===== src/rtl/higher_or_lower_game_ctrl.sv =====
// rtl/higher_or_lower_game_ctrl.sv - higher/lower game controller with lives, tie policy and high score
module higher_or_lower_game_ctrl #(
  parameter int NUM_W    = 8,
  parameter int SCORE_W  = 8,
  parameter int LIVES    = 3,
  parameter int TIE_MODE = 0,
  parameter int LIV_W    = $clog2(LIVES + 1)
) (
  input  logic               clk,
  input  logic               reset,
  input  logic               higher_btn,
  input  logic               lower_btn,
  input  logic               confirm_btn,
  input  logic [NUM_W-1:0]   rnd_data,
  input  logic               rnd_valid,
  output logic               rnd_req,
  output logic [2:0]         state,
  output logic [NUM_W-1:0]   cur_num,
  output logic [NUM_W-1:0]   next_num,
  output logic [SCORE_W-1:0] score,
  output logic [SCORE_W-1:0] high_score,
  output logic [LIV_W-1:0]   lives_left,
  output logic               last_correct,
  output logic               new_high,
  output logic [2:0]         rgb_led
);

  typedef enum logic [2:0] {
    S_IDLE       = 3'd0,
    S_DRAW_FIRST = 3'd1,
    S_GUESS      = 3'd2,
    S_DRAW_NEXT  = 3'd3,
    S_CHECK      = 3'd4,
    S_RESULT     = 3'd5
  } state_t;

  state_t             r_state;
  state_t             w_next_state;
  logic [NUM_W-1:0]   r_cur;
  logic [NUM_W-1:0]   r_next;
  logic [SCORE_W-1:0] r_score;
  logic [SCORE_W-1:0] r_high;
  logic [LIV_W-1:0]   r_lives;
  logic               r_last;
  logic [2:0]         r_rgb;
  logic               r_guess_hi;
  logic               r_hi_q;
  logic               r_lo_q;
  logic               r_cf_q;

  logic w_hi_rise;
  logic w_lo_rise;
  logic w_cf_rise;
  logic w_one_guess;
  logic w_eq;
  logic w_correct;
  logic w_neutral;
  logic w_miss;
  logic w_last_life;

  assign w_hi_rise   = higher_btn & ~r_hi_q;
  assign w_lo_rise   = lower_btn & ~r_lo_q;
  assign w_cf_rise   = confirm_btn & ~r_cf_q;
  // Simultaneous higher+lower rises cancel out and leave the guess pending.
  assign w_one_guess = w_hi_rise ^ w_lo_rise;

  assign w_eq        = (r_next == r_cur);
  assign w_correct   = (r_guess_hi & (r_next > r_cur)) | (~r_guess_hi & (r_next < r_cur)) |
                       (w_eq & (TIE_MODE == 1));
  assign w_neutral   = w_eq & (TIE_MODE == 2);
  assign w_miss      = ~w_correct & ~w_neutral;
  assign w_last_life = (r_lives <= LIV_W'(1));

  assign state        = r_state;
  assign cur_num      = r_cur;
  assign next_num     = r_next;
  assign score        = r_score;
  assign high_score   = r_high;
  assign lives_left   = r_lives;
  assign last_correct = r_last;
  assign rgb_led      = r_rgb;

  // Previous button levels for rise detection.
  always_ff @(posedge clk or posedge reset) begin
    if (reset) begin
      r_hi_q <= 1'b0;
      r_lo_q <= 1'b0;
      r_cf_q <= 1'b0;
    end else begin
      r_hi_q <= higher_btn;
      r_lo_q <= lower_btn;
      r_cf_q <= confirm_btn;
    end
  end

  // Game state register.
  always_ff @(posedge clk or posedge reset) begin
    if (reset) r_state <= S_IDLE;
    else       r_state <= w_next_state;
  end

  // Next-state decode plus the random request and high-score pulse.
  always_comb begin
    w_next_state = r_state;
    rnd_req      = 1'b0;
    new_high     = 1'b0;
    case (r_state)
      S_IDLE:       if (w_cf_rise) w_next_state = S_DRAW_FIRST;
      S_DRAW_FIRST: begin
        rnd_req = 1'b1;
        if (rnd_valid) w_next_state = S_GUESS;
      end
      S_GUESS:      if (w_one_guess) w_next_state = S_DRAW_NEXT;
      S_DRAW_NEXT:  begin
        rnd_req = 1'b1;
        if (rnd_valid) w_next_state = S_CHECK;
      end
      S_CHECK:      w_next_state = (w_miss && w_last_life) ? S_RESULT : S_GUESS;
      S_RESULT:     begin
        // high_score catches up at the end of the entry cycle, so this is a single pulse.
        new_high = (r_score > r_high);
        if (w_cf_rise) w_next_state = S_IDLE;
      end
      default:      w_next_state = S_IDLE;
    endcase
  end

  // Game datapath: numbers, score, lives, LED colour and high score.
  always_ff @(posedge clk or posedge reset) begin
    if (reset) begin
      r_cur      <= '0;
      r_next     <= '0;
      r_score    <= '0;
      r_high     <= '0;
      r_lives    <= LIV_W'(LIVES);
      r_last     <= 1'b0;
      r_rgb      <= 3'b000;
      r_guess_hi <= 1'b0;
    end else begin
      case (r_state)
        S_IDLE: begin
          r_rgb   <= 3'b001;
          r_score <= '0;
          r_lives <= LIV_W'(LIVES);
          r_cur   <= '0;
          r_next  <= '0;
          r_last  <= 1'b0;
        end
        S_DRAW_FIRST: if (rnd_valid) r_cur <= rnd_data;
        S_GUESS: begin
          r_rgb <= 3'b111;
          if (w_one_guess) r_guess_hi <= w_hi_rise;
        end
        S_DRAW_NEXT: if (rnd_valid) r_next <= rnd_data;
        S_CHECK: begin
          if (w_correct) begin
            if (!(&r_score)) r_score <= r_score + SCORE_W'(1);
            r_last <= 1'b1;
            r_rgb  <= 3'b010;
            r_cur  <= r_next;
          end else if (w_neutral) begin
            r_last <= 1'b1;
            r_cur  <= r_next;
          end else begin
            r_last <= 1'b0;
            r_rgb  <= 3'b110;
            if (!w_last_life) begin
              r_lives <= r_lives - LIV_W'(1);
              r_cur   <= r_next;
            end else begin
              r_lives <= '0;
            end
          end
        end
        S_RESULT: begin
          r_rgb <= 3'b100;
          if (r_score > r_high) r_high <= r_score;
        end
        default: ;
      endcase
    end
  end

endmodule

===== config.mk =====
export PLATFORM = sky130hd
export DESIGN_NAME = higher_or_lower_game_ctrl
export DESIGN_NICKNAME = d
export VERILOG_FILES = /design/src/rtl/higher_or_lower_game_ctrl.sv
export SDC_FILE = /design/constraint.sdc
export NUM_CORES = 1
export LEC_CHECK = 0
export CAP_MARGIN = 30
export CORE_MARGIN = 1.5
export CORE_UTILIZATION = 43
export DETAILED_ROUTE_END_ITERATION = 6
export PLACE_DENSITY_LB_ADDON = 0.3
export SETUP_SLACK_MARGIN = 0.15
export SLEW_MARGIN = 5
export SYNTH_ARGS = -nofsm -noshare
export SYNTH_HDL_FRONTEND = slang
export SYNTH_SLANG_ARGS = --single-unit

===== constraint.sdc =====
create_clock -name clk -period 6.85 [get_ports clk]
set_clock_uncertainty 0.05 [all_clocks]
set_input_delay 1.37 -clock clk [delete_from_list [all_inputs] [get_ports clk]]
set_output_delay 1.37 -clock clk [all_outputs]
set_load 0.01 [all_outputs]

==> metrics.cfg, run 1 <==
[status]
outcome=finished, final reports clean

[power_and_ir_drop]
swShare=0.434
p_int_w=0.000711
combPwrFrac=0.527
power_density_nw_per_um2=376
leakagePower_nw=1.45
worst_ir_drop_vdd_uv=217
p_seq_frac=0.338
switching_power_w=0.000544
clock_power_share=0.135

[setup_path]
crit_start=state[1]$_DFFE_PP0P_
cp.arrival_ps=2600
r2r-start=next_num[7]$_DFFE_PP0P_
critPathMaxFanout=30
slowest_stage=dfrtp_1
cp-end-kind=output port
ff2ff_path_depth=7
worst-path-buf-inv=1
cp_cell_sequence=nor2_1 > o211a_1 > o31a_1 > clkdlybuf4s50_1
slowest_delay_ps=740
cp_num_cells=4
crit_required_ps=5430
cp-start-kind=flip-flop
path_class=reg -> out
critPathTopFamily=flip-flops

[cells_and_area]
fin_util=0.564
final_cell_mix=clkdlybuf4s50_1, dfrtp_1, nand2_1
drive_gt1_frac=0.0450
synthToLayoutAreaGrowth_pct=27.2
nNetsFinal=363
n_antenna_cell=0
final_common_cell=clkdlybuf4s50_1

[grt]
grt-ovfl-total=0
grt_usage=0.209
grt_pass1_wl_um=10600
antenna_found_initial=0
grt_max_degree=46
grt_pass1_vias=2279

[run]
cap_violations=0

[route]
dr.pass1.iters=4
drc=0
wl_met3_um=279
met2_length_um=3070
vias=2225
routed.top_layer=met4
routedWlPerCell_um=15.0
drtIter0Drc=115
antenna_left=0
viasPerCell=5.45
wl_met1_um=2710
wl_um=6130

[floorplan]
row_count=28
ios=57
initial_core_util=0.443
core_sq_um=5920
die-area_sq_um=6580
die_h_um=81.1
die_w_um=81.1

[cts]
hold_buffers=0
cts_max_path_buffers=2
cts_resized=0
clock_sinks=45
htree_levels=2
post_cts_buffers=0
clk_pin_slew_ps=90
clockRootBuffer=clkbuf_8
clkLatencyLatePin_ps=300
numCtsBuffers=5
tritoncts=built

[synth]
syn_area_per_cell_sq_um=9.44
synth-seq-cells=45
ys_seq_area_frac=0.430
ys_warn_count=0
ys_types=41
syn_inst=278
syn-num-nets=309
syn_area_sq_um=2620

[timing]
hold_viol_final=0
timing.fmax_mhz=249
maxSlewViolCount=0
rsz0062_at_grt=false
finalSetupViolCount=0
tightest_slew_ps=948
slew-limit-headroom=0.368
finalCritPeriodShare=0.587
period_needed_ps=4020
tns_ps=0

[placed_design]
gp_congestion=0.803
hpwl_um=4350
port_buffers=56

[min_path]
hold_class=reg -> reg
min_from=last_correct$_DFFE_PP0P_
hold_path_depth=1

synth_stat cells:
cell type | instances | area share
a22oi_1 | 9 | 0.026
o211a_1 | 1 | 0.0038
nor2b_1 | 6 | 0.014
or3b_1 | 1 | 0.0033
or2_1 | 1 | 0.0024
a31oi_1 | 1 | 0.0024
and2_1 | 1 | 0.0024
a21oi_1 | 16 | 0.031
a22o_1 | 9 | 0.030
xnor2_1 | 2 | 0.0067
or3_4 | 1 | 0.0043
o311a_4 | 1 | 0.0081
ha_1 | 17 | 0.081
inv_1 | 30 | 0.043
nand3_1 | 1 | 0.0019
o21ai_0 | 16 | 0.031
dfstp_2 | 2 | 0.020
o22ai_2 | 1 | 0.0048
a21boi_1 | 1 | 0.0029
clkbuf_1 | 8 | 0.011
and3_1 | 5 | 0.012
nand2_1 | 31 | 0.044
mux2i_1 | 8 | 0.031
dfrtp_1 | 43 | 0.41
o2bb2ai_1 | 8 | 0.027
nand4_1 | 8 | 0.019
o21bai_1 | 1 | 0.0029
o21ai_1 | 1 | 0.0019
nor2_1 | 11 | 0.016
buf_2 | 3 | 0.0057
o211ai_1 | 2 | 0.0057
nand2_2 | 1 | 0.0024
nand2b_1 | 8 | 0.019
mux2_1 | 8 | 0.034
a21o_1 | 3 | 0.0086
o21a_1 | 1 | 0.0029
o31a_1 | 1 | 0.0033
xor2_1 | 1 | 0.0033
a21oi_4 | 1 | 0.0062
nor3_1 | 7 | 0.013
o22ai_1 | 1 | 0.0024
worst register-to-register path: stages, from the launching register on:
cell and delay (ps):
dfrtp_1 430, ha_1 340, nand4_1 180, or3b_1 390, a21o_1 170, o311a_4 180, a21oi_4 290, mux2_1 350
power groups by stage:
stage	Clock, W	Combinational, W	Sequential (W)
after floorplan	0	0.000452	0.000406
after global placement	0	0.000645	0.000426
after detailed placement	0	0.000659	0.000428
after CTS	0.000175	0.000662	0.000423
after global routing	0.000188	0.000737	0.000437
final	0.000169	0.000662	0.000424
per-stage QoR:
stage                     setup slack [ps]  area [sq um]  total power [W]  hold WS (ps)  std cells
after global placement                3170          3250          0.00107           445        400
after detailed placement              3150          3250          0.00109           449        400
after floorplan                       3800          2620         0.000858           452        278
after CTS                             2810          3340          0.00126           474        408
after global routing                  2620          3340          0.00136           487        408
final                                 2830          3340          0.00126           464        408
flip-flops by register name, summed over array words and instances, names as in the netlist:
signal	cells
r_cf_q	1
r_hi_q	1
state	3
last_correct	1
next_num	8
r_lo_q	1
r_guess_hi	1
cur_num	8
high_score	8
lives_left	2
rgb_led	3
score	8
path summary, 6_finish.rpt:
path	endpoint	slack, ps
worst max-delay path	new_high	2830
worst min-delay path	last_correct$_DFFE_PP0P_	460
worst max register to register	cur_num[0]$_DFFE_PP0P_	4370
worst min register to register	last_correct$_DFFE_PP0P_	460
max in group asynchronous	next_num[6]$_DFFE_PP0P_	4890
min in group asynchronous	score[7]$_DFFE_PP0P_	1470
cell type report:
cell class                 count  area, sq um
multi-input combinational    192         1340
inverter                      30          113
clock buffer                   8         90.1
tap                           75         93.8
sequential                    45         1130
fill                         518         2580
timing repair buffer          58          576
metal layers:
layer / GRT usage / vias to the layer above
met5: 0 / -
met4: 0.0621 / 0
met3: 0.0404 / 6
met2: 0.367 / 66
met1: 0.259 / 1064
li1: - / 1089
logic make-up after synthesis:
group | share of synthesized area
DFF | 0.430
muxes | 0.0649
xor gates and xnor gates | 0.0100
AOI/OAI and AO/OA | 0.199
adders and majority gates | 0.0811
and+or+nand+nor | 0.155
buffers and inverters | 0.0601
(Power assumes the default switching activity.)
==> run 2: changes to the inputs <==
clock period = 3.3 ns   (was 6.85 ns; I/O delays follow)
==> run 2 against run 1 <==
Critical path depth rose by 3. Design area rose by 1.9%. Worst hold slack got worse by 2.0 ps. Via count rose by 0.45%. First-iteration DRC count fell by 7.8%. Core utilization rose by 1.1 points.
==> metrics.cfg, run 2 (synthesis results as in run 1) <==
[cells_and_area]
drive_gt1_frac=0.0619  ; +0.0169
nNetsFinal=369  ; +1.7%
n_antenna_cell=0  ; unchanged
synthToLayoutAreaGrowth_pct=29.7
final_common_cell=clkdlybuf4s50_1
finalInstanceArea_sq_um=3400  ; +1.9%
fin_util=0.575  ; +0.0110
stdcell_count=414  ; +1.5%
final_cell_mix=clkdlybuf4s50_1, dfrtp_1, nand2_1

[power_and_ir_drop]
power_density_nw_per_um2=773  ; +110%
total_power_w=0.00263  ; +110%
leakagePower_nw=1.49  ; +2.6%
worst_ir_drop_vdd_uv=386  ; +78%

[setup_path]
cp.arrival_ps=2280  ; -320 ps
r2r_slack_ps=870  ; -3500 ps
slowest_delay_ps=480  ; -260 ps
cp-end-kind=output port
ff2ff_path_depth=7  ; unchanged
r2r-start=next_num[7]$_DFFE_PP0P_
critPathTopFamily=compound AO/OA/AOI/OAI gates
path_class=reg -> out
worst-path-buf-inv=1  ; unchanged
critPathMaxFanout=5  ; -83%
r2r-end=cur_num[0]$_DFFE_PP0P_
cp_cell_sequence=ha_1 > nor2b_1 > o21a_1 > o21ai_1 > a21oi_1 > o31a_1 > clkdlybuf4s50_1
slowest_stage=clkdlybuf4s50_1
crit_required_ps=2590  ; -2840 ps
cp-start-kind=flip-flop

[timing]
tns_ps=0  ; unchanged
slew-limit-headroom=0.610  ; +0.242
tightest_slew_ps=583  ; -365 ps
rsz0062_at_grt=false
timing.fmax_mhz=334
period_needed_ps=2990
hold_viol_final=0  ; unchanged
finalCritPeriodShare=0.906
finalSetupViolCount=0  ; unchanged
maxSlewViolCount=0  ; unchanged

[cts]
tritoncts=built
numCtsBuffers=5  ; unchanged
clock_sinks=45  ; unchanged
htree_levels=2  ; unchanged
clk_pin_slew_ps=80  ; about the same
clkLatencyLatePin_ps=300  ; about the same
post_cts_buffers=0  ; unchanged
cts_resized=0  ; unchanged
clockRootBuffer=clkbuf_8
hold_buffers=0  ; unchanged
cts_max_path_buffers=2  ; unchanged

[floorplan]
die_h_um=81.1  ; unchanged
initial_core_util=0.443  ; unchanged
ios=57  ; unchanged
core_sq_um=5920  ; unchanged
die_w_um=81.1  ; unchanged
die-area_sq_um=6580  ; unchanged
row_count=28  ; unchanged

[route]
routedWlPerCell_um=14.9  ; -0.73%
vias=2235  ; +0.45%
wl_um=6170  ; +0.73%
antenna_left=0  ; unchanged
dr.pass1.iters=4  ; unchanged
viasPerCell=5.40  ; -1.0%
drtIter0Drc=106  ; -7.8%
drc=0  ; unchanged

[min_path]
hold_end=last_correct$_DFFE_PP0P_
min_from=last_correct$_DFFE_PP0P_
hold_path_depth=1  ; unchanged
hold_class=reg -> reg

[placed_design]
dp.cells=405  ; +1.3%
hpwl_um=4560  ; +4.7%
placed_area_sq_um=3290  ; +1.2%
port_buffers=56  ; unchanged
gp_congestion=0.796  ; -0.83%

[grt]
grt-ovfl-total=0  ; unchanged
grt_pass1_vias=2218  ; -2.7%
antenna_found_initial=0  ; unchanged
grt_pass1_wl_um=10400  ; -2.0%
grt_usage=0.205  ; -0.00423
grt_max_degree=30  ; -35%

[status]
outcome=finished, final reports clean

[run]
cap_violations=0  ; unchanged

run 2: per-layer routing:
| metal | track usage | part of all wire | vias up | wire length [um] |
|---|---|---|---|---|
| met5 | 0 | 0 | - | 0 |
| met4 | 0.0569 | 0.0091 | 0 | 56 |
| met3 | 0.0461 | 0.047 | 6 | 291 |
| met2 | 0.363 | 0.51 | 60 | 3160 |
| met1 | 0.248 | 0.43 | 1075 | 2670 |
| li1 | - | - | 1094 | - |
run 2: per-stage QoR:
stage                     setup WS, ps  hold slack, ps
after floorplan                    963             452
after global placement             641             445
after detailed placement           628             447
after CTS                          294             467
after global routing               189             480
final                              310             462
run 2: worst max-delay path by stage:
stage | start | endpoint | slack [ps] | cells past startpoint
2_1_floorplan | score[1]$_DFFE_PP0P_ | new_high | 960 | 7
3_3_place_gp | score[1]$_DFFE_PP0P_ | new_high | 640 | 7
3_5_place_dp | score[1]$_DFFE_PP0P_ | new_high | 630 | 7
4_1_cts | score[1]$_DFFE_PP0P_ | new_high | 290 | 7
5_1_grt | score[1]$_DFFE_PP0P_ | new_high | 190 | 7
6_report | score[1]$_DFFE_PP0P_ | new_high | 310 | 7
run 2: power by group:
| part | switching (W) | internal (W) | leakage (nW) |
|---|---|---|---|
| Sequential | 0.000120 | 0.000684 | 0.593 |
| Combinational | 0.000828 | 0.000643 | 0.854 |
| Clock | 0.000185 | 0.000171 | 0.0455 |
| Total | 0.00113 | 0.00150 | 1.49 |
run 2: cell type report:
| class | count | area, sq um |
|---|---|---|
| Inverter | 30 | 113 |
| Tap cell | 75 | 93.8 |
| Clock buffer | 8 | 90.1 |
| Sequential cell | 45 | 1130 |
| Fill cell | 556 | 2520 |
| Timing Repair Buffer | 64 | 641 |
| Multi-Input combinational cell | 192 | 1340 |
